<file path="src/rtl/seg14_pkg.sv">
// Shared types, glyph table and parameter legality check for the 14-segment scan driver.
package seg14_pkg;

    typedef logic [15:0] seg14_t;

    // Indexed by hex nibble 0..F
    localparam seg14_t GLYPH_TABLE [16] = '{
        16'h3AB1, 16'h0290, 16'h1C70, 16'h0E70,
        16'h0651, 16'h0E61, 16'h1E61, 16'h0230,
        16'h1E71, 16'h0E71, 16'h1671, 16'h4E34,
        16'h1821, 16'h4A34, 16'h1061, 16'h1861
    };

    // The lit window must fit inside a slot after the blanking interval.
    function automatic bit seg14_params_ok(
        input int unsigned n_digits,
        input int unsigned scan_div,
        input int unsigned dead_cyc,
        input int unsigned pwm_bits
    );
        return (n_digits >= 1) && (n_digits <= 8) &&
               (pwm_bits >= 1) && (pwm_bits <= 16) &&
               (scan_div >= 2) &&
               (scan_div >= dead_cyc + (32'd1 << pwm_bits));
    endfunction

endpackage

</file>
<file path="src/rtl/seg14_glyph_rom.sv">
// Combinational hex nibble to 14-segment (16-bit) glyph decode.
module seg14_glyph_rom
    import seg14_pkg::*;
(
    input  logic [3:0] i_nibble,
    output seg14_t     o_glyph
);

    assign o_glyph = GLYPH_TABLE[i_nibble];

endmodule

</file>
<file path="src/rtl/seg14_scan_driver.sv">
// Multiplexed 14-segment display scanner with per-slot PWM dimming and
// frame-synchronous double-buffered loading.
module seg14_scan_driver
    import seg14_pkg::*;
#(
    parameter int unsigned N_DIGITS = 4,
    parameter int unsigned SCAN_DIV = 1024,
    parameter int unsigned DEAD_CYC = 16,
    parameter int unsigned PWM_BITS = 8
) (
    input  logic                  clk,
    input  logic                  rst,
    input  logic                  load_valid,
    output logic                  load_ready,
    input  logic [4*N_DIGITS-1:0] load_hex,
    input  logic [N_DIGITS-1:0]   load_blank,
    input  logic [PWM_BITS-1:0]   bright,
    output seg14_t                seg,
    output logic [N_DIGITS-1:0]   dig_en
);

    localparam int unsigned CNT_W = (SCAN_DIV > 1) ? $clog2(SCAN_DIV) : 1;
    localparam int unsigned IDX_W = (N_DIGITS > 1) ? $clog2(N_DIGITS) : 1;

    if (!seg14_params_ok(N_DIGITS, SCAN_DIV, DEAD_CYC, PWM_BITS)) begin : g_param_check
        $error("seg14_scan_driver: SCAN_DIV must cover DEAD_CYC + 2**PWM_BITS, N_DIGITS 1..8");
    end

    logic [CNT_W-1:0]      r_cnt;
    logic [IDX_W-1:0]      r_idx;
    logic [4*N_DIGITS-1:0] r_disp_hex;
    logic [N_DIGITS-1:0]   r_disp_blank;
    logic [4*N_DIGITS-1:0] r_pend_hex;
    logic [N_DIGITS-1:0]   r_pend_blank;
    logic                  r_pend_valid;
    seg14_t                r_seg;
    logic [N_DIGITS-1:0]   r_dig_en;

    logic                  w_tick;
    logic                  w_last_digit;
    logic                  w_boundary;
    logic                  w_accept;
    logic [3:0]            w_nibble;
    logic                  w_blank;
    logic [N_DIGITS-1:0]   w_onehot;
    logic [31:0]           w_cnt32;
    logic                  w_lit;
    seg14_t                w_glyph;

    assign w_tick       = (r_cnt == CNT_W'(SCAN_DIV - 1));
    assign w_last_digit = (r_idx == IDX_W'(N_DIGITS - 1));
    assign w_boundary   = w_tick && w_last_digit;
    // Ready is purely registered; valid is only looked at while ready is high.
    assign load_ready   = ~r_pend_valid;
    assign w_accept     = load_valid && !r_pend_valid;

    always_comb begin
        w_nibble = 4'd0;
        w_blank  = 1'b0;
        w_onehot = '0;
        for (int d = 0; d < N_DIGITS; d++) begin
            if (r_idx == IDX_W'(d)) begin
                w_nibble    = r_disp_hex[4*d +: 4];
                w_blank     = r_disp_blank[d];
                w_onehot[d] = 1'b1;
            end
        end
    end

    seg14_glyph_rom u_glyph_rom (
        .i_nibble (w_nibble),
        .o_glyph  (w_glyph)
    );

    assign w_cnt32 = 32'(r_cnt);
    assign w_lit   = (w_cnt32 >= DEAD_CYC) && (w_cnt32 < DEAD_CYC + 32'(bright)) && !w_blank;

    always_ff @(posedge clk or posedge rst) begin
        if (rst) begin
            r_cnt <= '0;
            r_idx <= '0;
        end else if (w_tick) begin
            r_cnt <= '0;
            r_idx <= w_last_digit ? '0 : r_idx + IDX_W'(1);
        end else begin
            r_cnt <= r_cnt + CNT_W'(1);
        end
    end

    // A capture on a boundary cycle leaves r_pend_valid low there, so it waits a full frame.
    always_ff @(posedge clk or posedge rst) begin
        if (rst) begin
            r_pend_valid <= 1'b0;
            r_pend_hex   <= '0;
            r_pend_blank <= '0;
            r_disp_hex   <= '0;
            r_disp_blank <= '0;
        end else if (w_accept) begin
            r_pend_valid <= 1'b1;
            r_pend_hex   <= load_hex;
            r_pend_blank <= load_blank;
        end else if (r_pend_valid && w_boundary) begin
            r_pend_valid <= 1'b0;
            r_disp_hex   <= r_pend_hex;
            r_disp_blank <= r_pend_blank;
        end
    end

    always_ff @(posedge clk or posedge rst) begin
        if (rst) begin
            r_seg    <= '0;
            r_dig_en <= '0;
        end else begin
            r_seg    <= w_lit ? w_glyph : '0;
            r_dig_en <= w_lit ? w_onehot : '0;
        end
    end

    assign seg    = r_seg;
    assign dig_en = r_dig_en;

endmodule

</file>
<file path="config.mk">
export PLATFORM = sky130hd
export DESIGN_NAME = seg14_scan_driver
export DESIGN_NICKNAME = d
export VERILOG_FILES = /design/src/rtl/seg14_pkg.sv /design/src/rtl/seg14_glyph_rom.sv /design/src/rtl/seg14_scan_driver.sv
export SDC_FILE = /design/constraint.sdc
export NUM_CORES = 1
export LEC_CHECK = 0
export CAP_MARGIN = 0
export CELL_PAD_IN_SITES_DETAIL_PLACEMENT = 1
export CELL_PAD_IN_SITES_GLOBAL_PLACEMENT = 1
export CORE_ASPECT_RATIO = 1.2
export CORE_MARGIN = 2
export CORE_UTILIZATION = 39
export CTS_BUF_LIST = sky130_fd_sc_hd__clkbuf_8
export DETAILED_ROUTE_END_ITERATION = 8
export PLACE_DENSITY = 0.77
export SLEW_MARGIN = 20
export SYNTH_ARGS = -nofsm -noshare
export SYNTH_HDL_FRONTEND = slang
export SYNTH_HIERARCHICAL = 1
export SYNTH_SLANG_ARGS = --single-unit
export TNS_END_PERCENT = 10
</file>
<file path="constraint.sdc">
create_clock -name clk -period 4.3 [get_ports clk]
set_input_delay 0.645 -clock clk [delete_from_list [all_inputs] [get_ports clk]]
set_output_delay 0.645 -clock clk [all_outputs]
set_load 0.02 [all_outputs]
</file>
# Yosys cells after proc, flatten, opt, wreduce, memory -nomap -nowiden
# Memory sizes are Yosys's and may differ from the RTL's.
# Cells that the tools add are included.
[op_classes]
addsub = 3
magnitude_cmp = 3
n_eq_ne = 4
muxes = 20
bitwise = 3
n_reduce_logical = 10
[ops]
columns = ["op", "count"]
rows = [
  ["$mux W16", 3],
  ["$mux W4", 5],
  ["$add A10 B1 Y10 const B", 1],
  ["$eq A10 B10 Y1 const B", 1],
  ["$ge A10 B5 Y1 const B", 1],
  ["$lt A10 B9 Y1", 1],
  ["$mux W1", 10],
  ["$mux W10", 1],
  ["$add A5 B8 Y9 const A", 1],
  ["$ge A5 B5 Y1 const B", 1],
  ["$logic_and A1 B1 Y1", 5],
  ["$not A4 Y5", 1],
  ["$eq A2 B2 Y1 const B", 2],
  ["$add A2 B1 Y2 const B", 1],
  ["$eq A2 B1 Y1 const B", 1],
  ["$logic_not A1 Y1", 2],
  ["$logic_not A2 Y1", 1],
  ["$mux W2", 1],
  ["$not A1 Y1", 2],
  ["$reduce_and A2 Y1", 1],
  ["$reduce_bool A2 Y1", 1],
]
[word_totals]
register_bits = 73
rom_bits = 256
input_bits = 31
out_inout_bits = 21
n_memories = 1
[memory_table]
columns = ["name", "words", "width", "read_ports", "rd_ports_with_merged_regs", "write_ports", "line_no", "source"]
rows = [
  ["(no name shown)", 16, 16, 1, 0, 0, "seg14_glyph_rom.sv:9", "assign o_glyph = GLYPH_TABLE[i_nibble];"],
]

# Depth between registers and ports, before layout
# Gate-level depths: netlist (run 1).
[logic_depth]
word_depth = 10
ltp_mapped = 14
ltp_nobuf = 13

# Modules after synthesis
# Netlist (run 1), hierarchy kept.
[by_module_without_submodules]
columns = ["mod", "n_inst", "cells_each", "area_per_inst_um2", "seq_area_each_um2"]
rows = [
  ["seg14_scan_driver", 1, 275, 3365.7, 1826.8],
  ["seg14_glyph_rom", 1, 43, 299.0, 0.0],
]

# Worst setup path after synthesis (run 1)
# Ideal clock, no wire load.
[synth_timing]
path_type = "reg2reg"
from = "register r_idx[0]"
to = "register r_seg[11], in the netlist seg[11]"
t_arrival_ns = 2.287
required_time_ns = 4.155
setup_slack_ns = 1.868
path_stages_with_launch = 14
path_buffers = 1
cell_sequence = "dfrtp_1 > ha_1 > buf_2 > nand3b_1 > a21oi_1 > a21oi_1 > o21ai_0 > inv_1 > ha_1 > nand2b_1 > a21oi_1 > a21oi_1 > nand2_1 > nor3_2"
[synth_via]
elab_chain_cells = 10
word_cells_on_any_way = 19
cone_classes = "3 x eq/ne; 11 x mux; 1 x bitwise; 3 x reduce/logical; 1 x memory"
[synth_lines]
columns = ["element", "line_no", "source"]
rows = [
  ["start, declared", "seg14_scan_driver.sv:30", "logic [IDX_W-1:0] r_idx;"],
  ["start signal, assigned", "seg14_scan_driver.sv:84", "r_idx <= w_last_digit ? '0 : r_idx + IDX_W'(1);"],
  ["$logic_not A2 Y1", "seg14_scan_driver.sv:62", "if (r_idx == IDX_W'(d)) begin"],
  ["$mux W4 (3 in series)", "seg14_scan_driver.sv:62", ""],
  ["$mux W4 (*)", "seg14_scan_driver.sv:62", ""],
  ["net w_nibble[1]", "seg14_scan_driver.sv:43", "logic [3:0] w_nibble;"],
  ["$not A4 Y5 (not written as such) (*)", "seg14_glyph_rom.sv:9", ""],
  ["$mem_v2 Z16 W16 (*)", "n/a", ""],
  ["$mux W16 (not written as such) (*) (2 in series)", "seg14_glyph_rom.sv:9", ""],
  ["net w_glyph[11]", "seg14_scan_driver.sv:48", "seg14_t w_glyph;"],
  ["$mux W16 (*)", "seg14_scan_driver.sv:114", "r_seg <= w_lit ? w_glyph : '0;"],
  ["end signal, assigned", "seg14_scan_driver.sv:114", ""],
  ["end, declared", "seg14_scan_driver.sv:36", "seg14_t r_seg;"],
]
# The timed path passes the listed nets; every way through them passes the cells marked *. The select of a mux whose other input is x is not followed.
# A chain may end at the register's enable or synchronous reset.

# Worst setup path after layout (run 1)
[layout_timing]
from = "register r_idx[1]"
to = "register r_seg[11], in the netlist seg[11]"
# Same word-level chain as after synthesis.

==> results of run 1 <==
-- how the worst max path moves through the flow --
stage / depth (start not counted) / slack [ps] / endpoint / from
2_1_floorplan: 1 / 1800 / dig_en[0] / rst
3_3_place_gp: 8 / 1260 / seg[4] / bright[6]
3_5_place_dp: 8 / 1120 / dig_en[1] / bright[6]
4_1_cts: 13 / 1360 / seg[11] / r_idx[1]
5_1_grt: 13 / 1090 / seg[11] / r_idx[1]
6_report: 13 / 1380 / seg[11] / r_idx[1]
-- cells in the mapped netlist, types with 2 or more instances --
cell | instances | area [um^2]
a21o_1 | 2 | 15.0
a21oi_1 | 16 | 80.1
and2_1 | 2 | 12.5
buf_2 | 4 | 20.0
buf_4 | 5 | 37.5
buf_6 | 6 | 67.6
clkbuf_1 | 4 | 15.0
dfrtp_1 | 73 | 1830
ha_1 | 20 | 250
inv_1 | 16 | 60.1
mux2_1 | 12 | 135
mux2_2 | 30 | 338
nand2_1 | 34 | 128
nand2b_1 | 2 | 12.5
nand3_1 | 7 | 35.0
nand3b_1 | 5 | 37.5
nor2_1 | 13 | 48.8
nor2b_1 | 4 | 25.0
nor3_1 | 2 | 10.0
nor3_2 | 20 | 200
o21a_1 | 2 | 15.0
o21ai_0 | 9 | 45.0
xnor2_1 | 4 | 35.0
xor2_1 | 6 | 52.6
-- critical path, cell delays in order (launching register included) --
cell and delay [ps]:
dfrtp_1 400, inv_1 90, ha_1 320, nand3b_1 210, a21oi_1 210, a21oi_1 60, o21ai_0 450, inv_1 180
ha_1 320, nand2b_1 150, a21oi_1 160, a21oi_1 60, nand2_1 90, nor3_2 50
-- power groups by stage --
stage	Clock, uW	Combinational (uW)	Sequential, uW
2_1_floorplan	0	60.2	756
3_3_place_gp	0	132	747
3_5_place_dp	0	138	748
4_1_cts	563	138	734
5_1_grt	592	149	738
6_report	549	136	734
-- kinds of logic after synthesis --
| family | count (synthesis) | share of synthesized area |
|---|---|---|
| AO/OA/AOI/OAI | 38 | 0.0625 |
| buffers and inverters | 36 | 0.0556 |
| other | 1 | 0.00102 |
| multiplexers | 43 | 0.132 |
| adder cells (fa/ha/maj) | 20 | 0.0683 |
| AND/OR/NAND/NOR | 97 | 0.158 |
| XOR/XNOR | 10 | 0.0239 |
| flip-flops | 73 | 0.498 |
-- flip-flops by register name (all words and copies together) (netlist names) --
signal        flops
dig_en            4
r_cnt            10
r_disp_blank      4
r_disp_hex       16
r_idx             2
r_pend_blank      4
r_pend_hex       16
r_pend_valid      1
seg              16
-- stage by stage --
stage	util	total power [uW]
3_3_place_gp	0.467	879
5_1_grt	0.489	1480
3_5_place_dp	0.467	886
4_1_cts	0.489	1440
6_report	0.489	1420
2_1_floorplan	-	816
-- final cells by class --
cell class / count / area share
Multi-Input combinational cell: 212 / 0.372
Clock buffer: 10 / 0.0310
Inverter: 16 / 0.0135
Timing Repair Buffer: 56 / 0.123
Sequential cell: 73 / 0.411
Clock inverter: 6 / 0.0152
Tap cell: 120 / 0.0338
-- routing by layer --
metal,GRT usage,share of wire,wire length [um],up-vias
li1,-,-,-,1171
met1,0.202,0.43,3360,1245
met2,0.303,0.53,4080,46
met3,0.0333,0.026,202,9
met4,0.0746,0.015,115,0
met5,0,0,0,-
==> metrics.md, run 1 <==
| Metric | Value |
|---|---|
| Antenna violations before repair | `0` |
| 1st-pass router iterations | `4` |
| R2R Setup Slk | `about 1400 ps` |
| RSZ-0062 raised after global routing | `no` |
| Starting Density | `0.404` |
| Max-Cap Viols | `0` |
| Sequential power share | `0.517` |
| Fin. Hold Viols | `0` |
| Setup Skew | `~15 ps` |
| Worst vdd ir | `~0.15 mV` |
| Worst Hold Path Cells | `1` |
| First-pass GRT wire length | `approximately 13 mm` |
| Final net count | `419` |
| Tightest Pin Transition | `1060 ps` |
| Vias | `~2500` |
| Clk buf depth | `2` |
| Status | `completed` |
| Number of fill cells | `a little under 1000` |
| Setup violators final | `0` |
| Vias per std cell | `5.01` |
| Final WS setup | `between 1000 and 1500 ps` |
| Finished Cell Area | `4440 um^2` |
| Hpwl dp | `5.67 mm` |
| Max Slew Vio Count | `0` |
| Routed Antenna Nets | `0` |
| Synthesized instance count | `318` |
| CP required | `~4500 ps` |
| Leakage power | `slightly above 0.002 uW` |
| GRT overflow | `0` |
| Hold Path Class | `reg -> reg` |
| Seq. cell area | `1830 um^2` |
| Sw power | `~340 uW` |
| Synth Cell Area | `between 3000 and 4000 um^2` |
| Drt first-iter violations | `57` |
| Hold Worst Slack | `about 490 ps` |
| Internal | `1080 uW` |
| Layout cells sized above 1 | `0.206` |
| Worst-Skew Late Latency | `350 ps` |
| TNS Setup | `0 ps` |
| Num CTS Buffers | `9` |
| Async set-reset flop share out of synthesis | `1.00` |
| # DRC | `0` |
| Part of the cycle the worst path needs | `0.679` |
| CTS H-tree lvls | `3` |
| Clock root cell | `clkbuf_8` |
| Post-Route WL | `7.76 mm` |
| Worst Setup End Kind | `flip-flop` |
| Number of synthesized flops with an enable pin | `0` |
| Area after DPL | `4240 um^2` |
| R2R depth | `13` |
| Non-filler instance count after layout | `approximately 490` |
| DR WL/cell | `roughly 16 um` |
| Die ar. | `10200 um^2` |
| R2R Path End | `seg[11]` |
| Post-synthesis sequential area ratio | `0.498` |
| Setup bufs post-CTS | `0` |
| Synth Flop Type | `dfrtp_1` |
| Area grow syn2layout | `21.2%` |
| Die Ht | `110 um` |
| Worst Path Arrival | `roughly 3100 ps` |
| Yosys warnings | `6` |
| Io pins | `52` |
| Area of the multi-input gates | `around 1700 um^2` |
| Max Clk Rate | `roughly 0.34 GHz` |
| Nature of the critical path startpoint | `flip-flop` |
| Switch share | `0.240` |
| Clk pin slew, worst setup/hold paths | `80 ps` |
| Mean post-synth cell area | `11.5 um^2` |
| Clock Power Share | `0.387` |
| CTS resizes | `0` |
| R2R Path Start | `r_idx[1]` |
| GRT Util Overall | `0.171` |
| Pin count of the biggest net entering global routing | `40` |
| N_diodes | `0` |
| Hold endpoint | `r_disp_hex[6]` |
| Cell count after placement | `approximately 480` |
| Total power divided by cell area | `~320 nW/um^2` |
| Placer Congestion | `0.724` |
| Commonest cells after routing, fill and taps aside | `dfrtp_1 (73), clkdlybuf4s50_1 (51), nand2_1 (34), mux2_2 (30)` |
| Most common cell after layout, fill and taps aside | `dfrtp_1` |
| Netlist cell types | `between 40 and 50` |
| CTS Hold Buffers Added | `0` |
| Tmin final | `roughly 2900 ps` |
| # rows | `38` |
| Clock sink count | `between 70 and 80` |
| Hold Path Origin | `r_pend_hex[6]` |
| Critical Path Fanout Max | `11` |
| Die width | `roughly 92 um` |
| Combinational Power Share | `0.096` |
| Vias in the first global route | `between 2000 and 3000` |
| Max-slew headroom | `0.291` |
| Port bufs | `51` |
| Pre-CTS setup slack | `1120 ps` |
| Core outline area | `9080 um^2` |
| Setup Crit Path Kind | `reg -> reg` |
| CTS tree | `done` |
| Flops & latches, synth | `between 70 and 80` |
No activity file was read; power rests on OpenSTA's default activity.
==> run 2: changes to the inputs <==
clock period = 3 ns   (was 4.3 ns; I/O delays follow)
==> run 2 against run 1 <==
  * Via count down 0.73%
  * Critical path type unchanged
  * Die area unchanged
  * Critical endpoint unchanged
  * Design area up 0.93%
  * Sequential power grew 43%
  * Cell count grew 0.41%
  * Combinational power increased by 42%
  * First-iteration DRC count grew 23%
  * Clock skew fell by 5.5 ps
  * Sequential share of layout area down 0.38 points
==> metrics.md, run 2 (synthesis results as in run 1) <==
| Metric | Value |
|---|---|
| Layout cells sized above 1 | `0.211 (+0.00423)` |
| Worst-Skew Late Latency | `370 ps (+20 ps)` |
| N_diodes | `0 (unchanged)` |
| GRT Util Overall | `0.159 (-0.0116)` |
| Placer Congestion | `0.808 (+12%)` |
| Clk buf depth | `2 (unchanged)` |
| R2R Path Start | `r_idx[1]` |
| Num CTS Buffers | `9 (unchanged)` |
| Vias in the first global route | `2656 (-2.7%)` |
| Hold endpoint | `r_disp_blank[0]` |
| Vias per std cell | `4.96 (-1.1%)` |
| Max Slew Vio Count | `0 (unchanged)` |
| Clock root cell | `clkbuf_8` |
| Post-Route WL | `7.20 mm (-7.3%)` |
| Status | `completed` |
| R2R depth | `13 (unchanged)` |
| Port bufs | `51 (unchanged)` |
| CTS tree | `done` |
| Core outline area | `9080 um^2 (unchanged)` |
| Final net count | `421 (+0.48%)` |
| CTS H-tree lvls | `3 (unchanged)` |
| R2R Setup Slk | `360 ps (-1020 ps)` |
| First-pass GRT wire length | `12.5 mm (-6.2%)` |
| DR WL/cell | `14.5 um (-7.7%)` |
| Setup violators final | `0 (unchanged)` |
| Worst Setup End Kind | `flip-flop` |
| Nature of the critical path startpoint | `flip-flop` |
| R2R Path End | `seg[11]` |
| Critical path origin | `r_idx[1]` |
| Setup Crit Path Kind | `reg -> reg` |
| Antenna violations before repair | `0 (unchanged)` |
| Critical Path Fanout Max | `11 (unchanged)` |
| Hold Path Origin | `r_pend_blank[0]` |
| Drt first-iter violations | `70 (+23%)` |
| Part of the cycle the worst path needs | `0.880 (+0.200)` |
| Total power divided by cell area | `467 nW/um^2 (+46%)` |
| # DRC | `0 (unchanged)` |
| Leakage power | `0.00207 uW (+0.73%)` |
| Commonest cells after routing, fill and taps aside | `dfrtp_1 (73), clkdlybuf4s50_1 (51), nand2_1 (34), mux2_2 (30)` |
| Area grow syn2layout | `22.3%` |
| Die ar. | `10200 um^2 (unchanged)` |
| CP required | `3240 ps (-1250 ps)` |
| TNS Setup | `0 ps (unchanged)` |
| Pin count of the biggest net entering global routing | `42 (+5.0%)` |
| Tightest Pin Transition | `724 ps (-334 ps)` |
| RSZ-0062 raised after global routing | `no` |
| CTS Hold Buffers Added | `0 (unchanged)` |
| Max-slew headroom | `0.517 (+0.226)` |
| Die width | `92.5 um (unchanged)` |
| Vias | `2453 (-0.73%)` |
| Setup Skew | `9.05 ps (-5.51 ps)` |
| Number of fill cells | `987 (+0.71%)` |
| Clk pin slew, worst setup/hold paths | `80 ps (about the same)` |
| Worst Hold Path Cells | `1 (unchanged)` |
| Worst Path Arrival | `2880 ps (-230 ps)` |
| Clock sink count | `73 (unchanged)` |
| CTS resizes | `0 (unchanged)` |
| Fin. Hold Viols | `0 (unchanged)` |
| Hold Path Class | `reg -> reg` |
| Io pins | `52 (unchanged)` |
| Routed Antenna Nets | `0 (unchanged)` |
| 1st-pass router iterations | `3 (-1)` |
| Starting Density | `0.404 (unchanged)` |
| Final Util | `0.494 (+0.00455)` |
| Setup bufs post-CTS | `0 (unchanged)` |
| # rows | `38 (unchanged)` |
| Tmin final | `2640 ps (-282 ps)` |
| Max Clk Rate | `0.379 GHz (+11%)` |
| Worst vdd ir | `0.223 mV (+49%)` |
| GRT overflow | `0 (unchanged)` |
| Max-Cap Viols | `0 (unchanged)` |
| Most common cell after layout, fill and taps aside | `dfrtp_1` |
| Hpwl dp | `5.18 mm (-8.6%)` |
| Die Ht | `110 um (unchanged)` |
==> run 2: cell types whose count changed in the layout (fill, tap and decap cells not counted) <==
cell        delta
bufinv_16      +1
clkinvlp_4     +2
buf_4          +1
clkbuf_8       -1
buf_12         +1
o21ai_0        -1
clkinv_4       -2
o21ai_1        +1
==> run 2: critical path, stage by stage (launching register included) <==
cell and delay, ps:
dfrtp_1 400, inv_1 70, ha_1 300, nand3b_1 200, a21oi_1 210, a21oi_1 60
o21ai_0 300, inv_1 160, ha_1 320, nand2b_1 150, a21oi_1 150, a21oi_1 60
nand2_1 80, nor3_2 40
==> run 2: how the worst max path moves through the flow <==
stage / slack (ps) / end / cells past startpoint
4_1_cts: 250 / seg[11] / 12
6_report: 360 / seg[11] / 13
3_3_place_gp: 410 / seg[0] / 9
5_1_grt: 90 / seg[11] / 13
2_1_floorplan: 570 / seg[11] / 13
3_5_place_dp: 320 / seg[4] / 9
==> run 2: final cells by class <==
class | instances | area, um^2 | area share
clock buffers | 9 | 124 | 0.0276
repair buffers | 58 | 576 | 0.128
inverters | 16 | 60.1 | 0.0134
flip-flops and latches | 73 | 1830 | 0.407
well taps | 120 | 150 | 0.0335
multi-input cells | 212 | 1650 | 0.368
clock inverters | 7 | 95.1 | 0.0212
==> run 2: per-layer routing <==
metal / routed length [um] / track usage
met1: 3040 / 0.181
met2: 3760 / 0.283
met3: 227 / 0.0340
met4: 173 / 0.0832
met5: 0 / 0
==> run 2: power by group <==
group	leakage, uW	total (uW)	switching [uW]	internal [uW]
clock network	0.0000975	849	383	466
logic	0.00105	193	85.8	108
registers	0.000922	1050	21.4	1030
==> run 2: metrics by stage <==
| step | total power, uW | instance area [um^2] | std cells | setup WS [ps] | hold slack [ps] |
|---|---|---|---|---|---|
| 2_1_floorplan | 1170 | 3680 | 321 | 568 | 458 |
| 3_3_place_gp | 1260 | 4260 | 479 | 411 | 470 |
| 3_5_place_dp | 1270 | 4260 | 479 | 317 | 477 |
| 4_1_cts | 2120 | 4480 | 495 | 252 | 494 |
| 5_1_grt | 2180 | 4480 | 495 | 94.1 | 517 |
| 6_report | 2090 | 4480 | 495 | 361 | 485 |
==> run 3: changes to the inputs <==
ABC_AREA = 1   (was default)
PLACE_DENSITY = 0.8   (was 0.77)
REMOVE_ABC_BUFFERS = 1   (was default)
==> run 3 against run 2 <==
  * Cell count up 19%
  * Power up 2.2%
  * Via count up 13%
  * Largest cell class unchanged
  * Register-to-register slack better by 120 ps
  * Critical path type unchanged
  * Critical path depth down 1
  * Flip-flop and latch count unchanged
==> metrics.md, run 3 <==
| Metric | Value |
|---|---|
| Synth top area cells | `dfrtp_1 (50%), nand2_1 (11%), ha_1 (6.8%)` |
| Num CTS Buffers | `9 (unchanged)` |
| Pre-CTS setup slack | `302 ps (-15.1 ps)` |
| Setup Crit Path Kind | `reg -> reg` |
| R2R Path End | `seg[4]` |
| Crit-path slowest cell | `dfrtp_1` |
| Vias per std cell | `4.71 (-5.1%)` |
| Hpwl dp | `5.87 mm (+13%)` |
| CP cell instances | `inv_1 > ha_1 > nand2_1 > o21ai_0 > nand2_1 > a21oi_1 > inv_1 > ha_1 > a21oi_1 > or2_1 > inv_1 > nor2_1` |
| Flops & latches, synth | `73 (unchanged)` |
| Final WS setup | `479 ps (+117 ps)` |
| Vias | `2762 (+13%)` |
| Synth Flop Type | `dfrtp_1` |
| Pin count of the biggest net entering global routing | `37 (-12%)` |
| Clk pin slew, worst setup/hold paths | `80 ps (about the same)` |
| Starting Density | `0.403 (-0.000965)` |
| Area after DPL | `4260 um^2 (-0.15%)` |
| # DRC | `0 (unchanged)` |
| Part of the cycle the worst path needs | `0.840 (-0.0392)` |
| Commonest cells after routing, fill and taps aside | `nand2_1 (111), dfrtp_1 (73), clkdlybuf4s50_1 (51), inv_1 (48), nor2_1 (39)` |
| Port bufs | `51 (unchanged)` |
| Worst-Skew Late Latency | `340 ps (-30 ps)` |
| Leakage power | `0.00230 uW (+11%)` |
| Synth cell count leaders | `nand2_1 (111), dfrtp_1 (73), inv_1 (49)` |
| Clock root cell | `clkbuf_8` |
| Max-Cap Viols | `0 (unchanged)` |
| CTS Hold Buffers Added | `0 (unchanged)` |
| Placer Congestion | `0.794 (-1.7%)` |
| Most frequent cell after synthesis | `nand2_1` |
| Final net count | `513 (+22%)` |
| Number of synthesized flops with an enable pin | `0 (unchanged)` |
| Setup Skew | `6.47 ps (-2.58 ps)` |
| Synthesized instance count | `408 (+28%)` |
| Io pins | `52 (unchanged)` |
| Die ar. | `10200 um^2 (-0.23%)` |
| Max incr delay on CP | `410 ps (about the same)` |
| Critical Path Fanout Max | `6 (-5)` |
| DR WL/cell | `13.3 um (-8.7%)` |
| Fin. Hold Viols | `0 (unchanged)` |
| Clk buf depth | `2 (unchanged)` |
| Vias in the first global route | `2937 (+11%)` |
| Max-slew headroom | `0.559 (+0.0419)` |
| First-pass GRT wire length | `13.6 mm (+8.8%)` |
| R2R depth | `12 (-1)` |
| Post-synthesis sequential area ratio | `0.500 (+0.00119)` |
| Cell mode on critical path | `inv_1` |
| Worst Path Arrival | `2730 ps (-150 ps)` |
| Max Slew Vio Count | `0 (unchanged)` |
| RSZ-0062 raised after global routing | `no` |
| Total power draw | `2140 uW (+2.2%)` |
| Status | `completed` |
| Leading area contributor after synthesis | `dfrtp_1` |
| Most common cell after layout, fill and taps aside | `nand2_1` |
| GRT overflow | `0 (unchanged)` |
| Setup violators final | `0 (unchanged)` |
| Antenna violations before repair | `0 (unchanged)` |
| R2R Path Start | `r_idx[0]` |
| CP required | `3210 ps (-30 ps)` |
| Worst vdd ir | `0.297 mV (+33%)` |
| Tightest Pin Transition | `660 ps (-63.4 ps)` |
| Tmin final | `2520 ps (-117 ps)` |
| Nature of the critical path startpoint | `flip-flop` |
| Async set-reset flop share out of synthesis | `1.00 (unchanged)` |
| Drt first-iter violations | `90 (+29%)` |
| CTS tree | `done` |
| N_diodes | `0 (unchanged)` |
| Layout cells sized above 1 | `0.139 (-0.0715)` |
| Mean post-synth cell area | `8.96 um^2 (-22%)` |
| TNS Setup | `0 ps (unchanged)` |
| CTS resizes | `0 (unchanged)` |
| CTS H-tree lvls | `3 (unchanged)` |
| Hold Path Class | `in -> async` |
| Die width | `92.4 um (-0.11%)` |
| Total power divided by cell area | `475 nW/um^2 (+1.8%)` |
| Worst Setup End Kind | `flip-flop` |
| Area grow syn2layout | `23.1%` |
| Netlist cell types | `26 (-41%)` |
| Post-Route WL | `7.79 mm (+8.3%)` |
| Max Clk Rate | `0.397 GHz (+4.7%)` |
| GRT Util Overall | `0.171 (+0.0122)` |
| Core outline area | `9080 um^2 (unchanged)` |
| Finished Cell Area | `4500 um^2 (+0.39%)` |
| Synth top area share | `0.500 (+0.00119)` |
| Die Ht | `110 um (-0.12%)` |
| Yosys warnings | `6 (unchanged)` |
| 1st-pass router iterations | `4 (+1)` |
| Clock sink count | `73 (unchanged)` |
| Setup bufs post-CTS | `0 (unchanged)` |
| R2R Setup Slk | `480 ps (+120 ps)` |
| # rows | `38 (unchanged)` |
| Synth Cell Area | `3660 um^2 (-0.24%)` |
| Routed Antenna Nets | `0 (unchanged)` |
==> run 3: logic make-up after synthesis <==
logic type                 share of synthesized area
adders and majority gates                     0.0684
buffers and inverters                         0.0873
and+or+nand+nor                                0.222
DFF                                            0.500
other                                        0.00103
AOI/OAI and AO/OA                             0.0452
muxes                                         0.0616
xor gates and xnor gates                      0.0144
==> run 3: power breakdown <==
part,internal (uW),leakage [uW],total (uW),switching (uW)
clock,571,0.000126,927,356
combinational,92.5,0.00124,173,80.0
sequential,1020,0.000936,1040,18.0
total,1690,0.00230,2140,454
==> run 3: worst max-delay path: cells and delay by family (launching register included) <==
family	cells	cell delay (ps)
flops	1	410
compound gates	3	540
fa+ha+maj	2	670
simple gates	4	420
buf+inv	3	340
==> run 3: worst max-delay path by stage <==
| stage | startpoint | endpoint | slack, ps | cells after the start |
|---|---|---|---|---|
| after floorplan | rst | dig_en[0] | 700 | 1 |
| after global placement | bright[4] | seg[4] | 470 | 11 |
| after detailed placement | bright[4] | dig_en[2] | 300 | 11 |
| after CTS | r_idx[0] | seg[4] | 500 | 13 |
| after global routing | r_idx[0] | seg[12] | 190 | 14 |
| final | r_idx[0] | seg[4] | 480 | 12 |
==> run 3: layout make-up <==
| cell class | instances | area, um^2 |
|---|---|---|
| Tap cell | 120 | 150 |
| Fill cell | 1054 | 4580 |
| Clock buffer | 10 | 138 |
| Inverter | 53 | 199 |
| Sequential cell | 73 | 1830 |
| Clock inverter | 6 | 105 |
| Multi-Input combinational cell | 269 | 1520 |
| Timing Repair Buffer | 56 | 561 |
==> run 3: stage by stage <==
| stage | hold WS, ps | util | std cells |
|---|---|---|---|
| after detailed placement | 458 | 0.469 | 571 |
| after global routing | 394 | 0.496 | 587 |
| final | 379 | 0.496 | 587 |
| after floorplan | 436 | - | 395 |
| after global placement | 453 | 0.469 | 571 |
| after CTS | 369 | 0.496 | 587 |
==> run 3: per-layer routing <==
layer  up-vias  wire length [um]  global-route usage  part of all wire
met1      1335              3170               0.199              0.41
met3        14               265              0.0252             0.034
met4         0               186              0.0778             0.024
met5         -                 0                   0                 0
li1       1358                 -                   -                 -
met2        55              4170               0.314              0.54
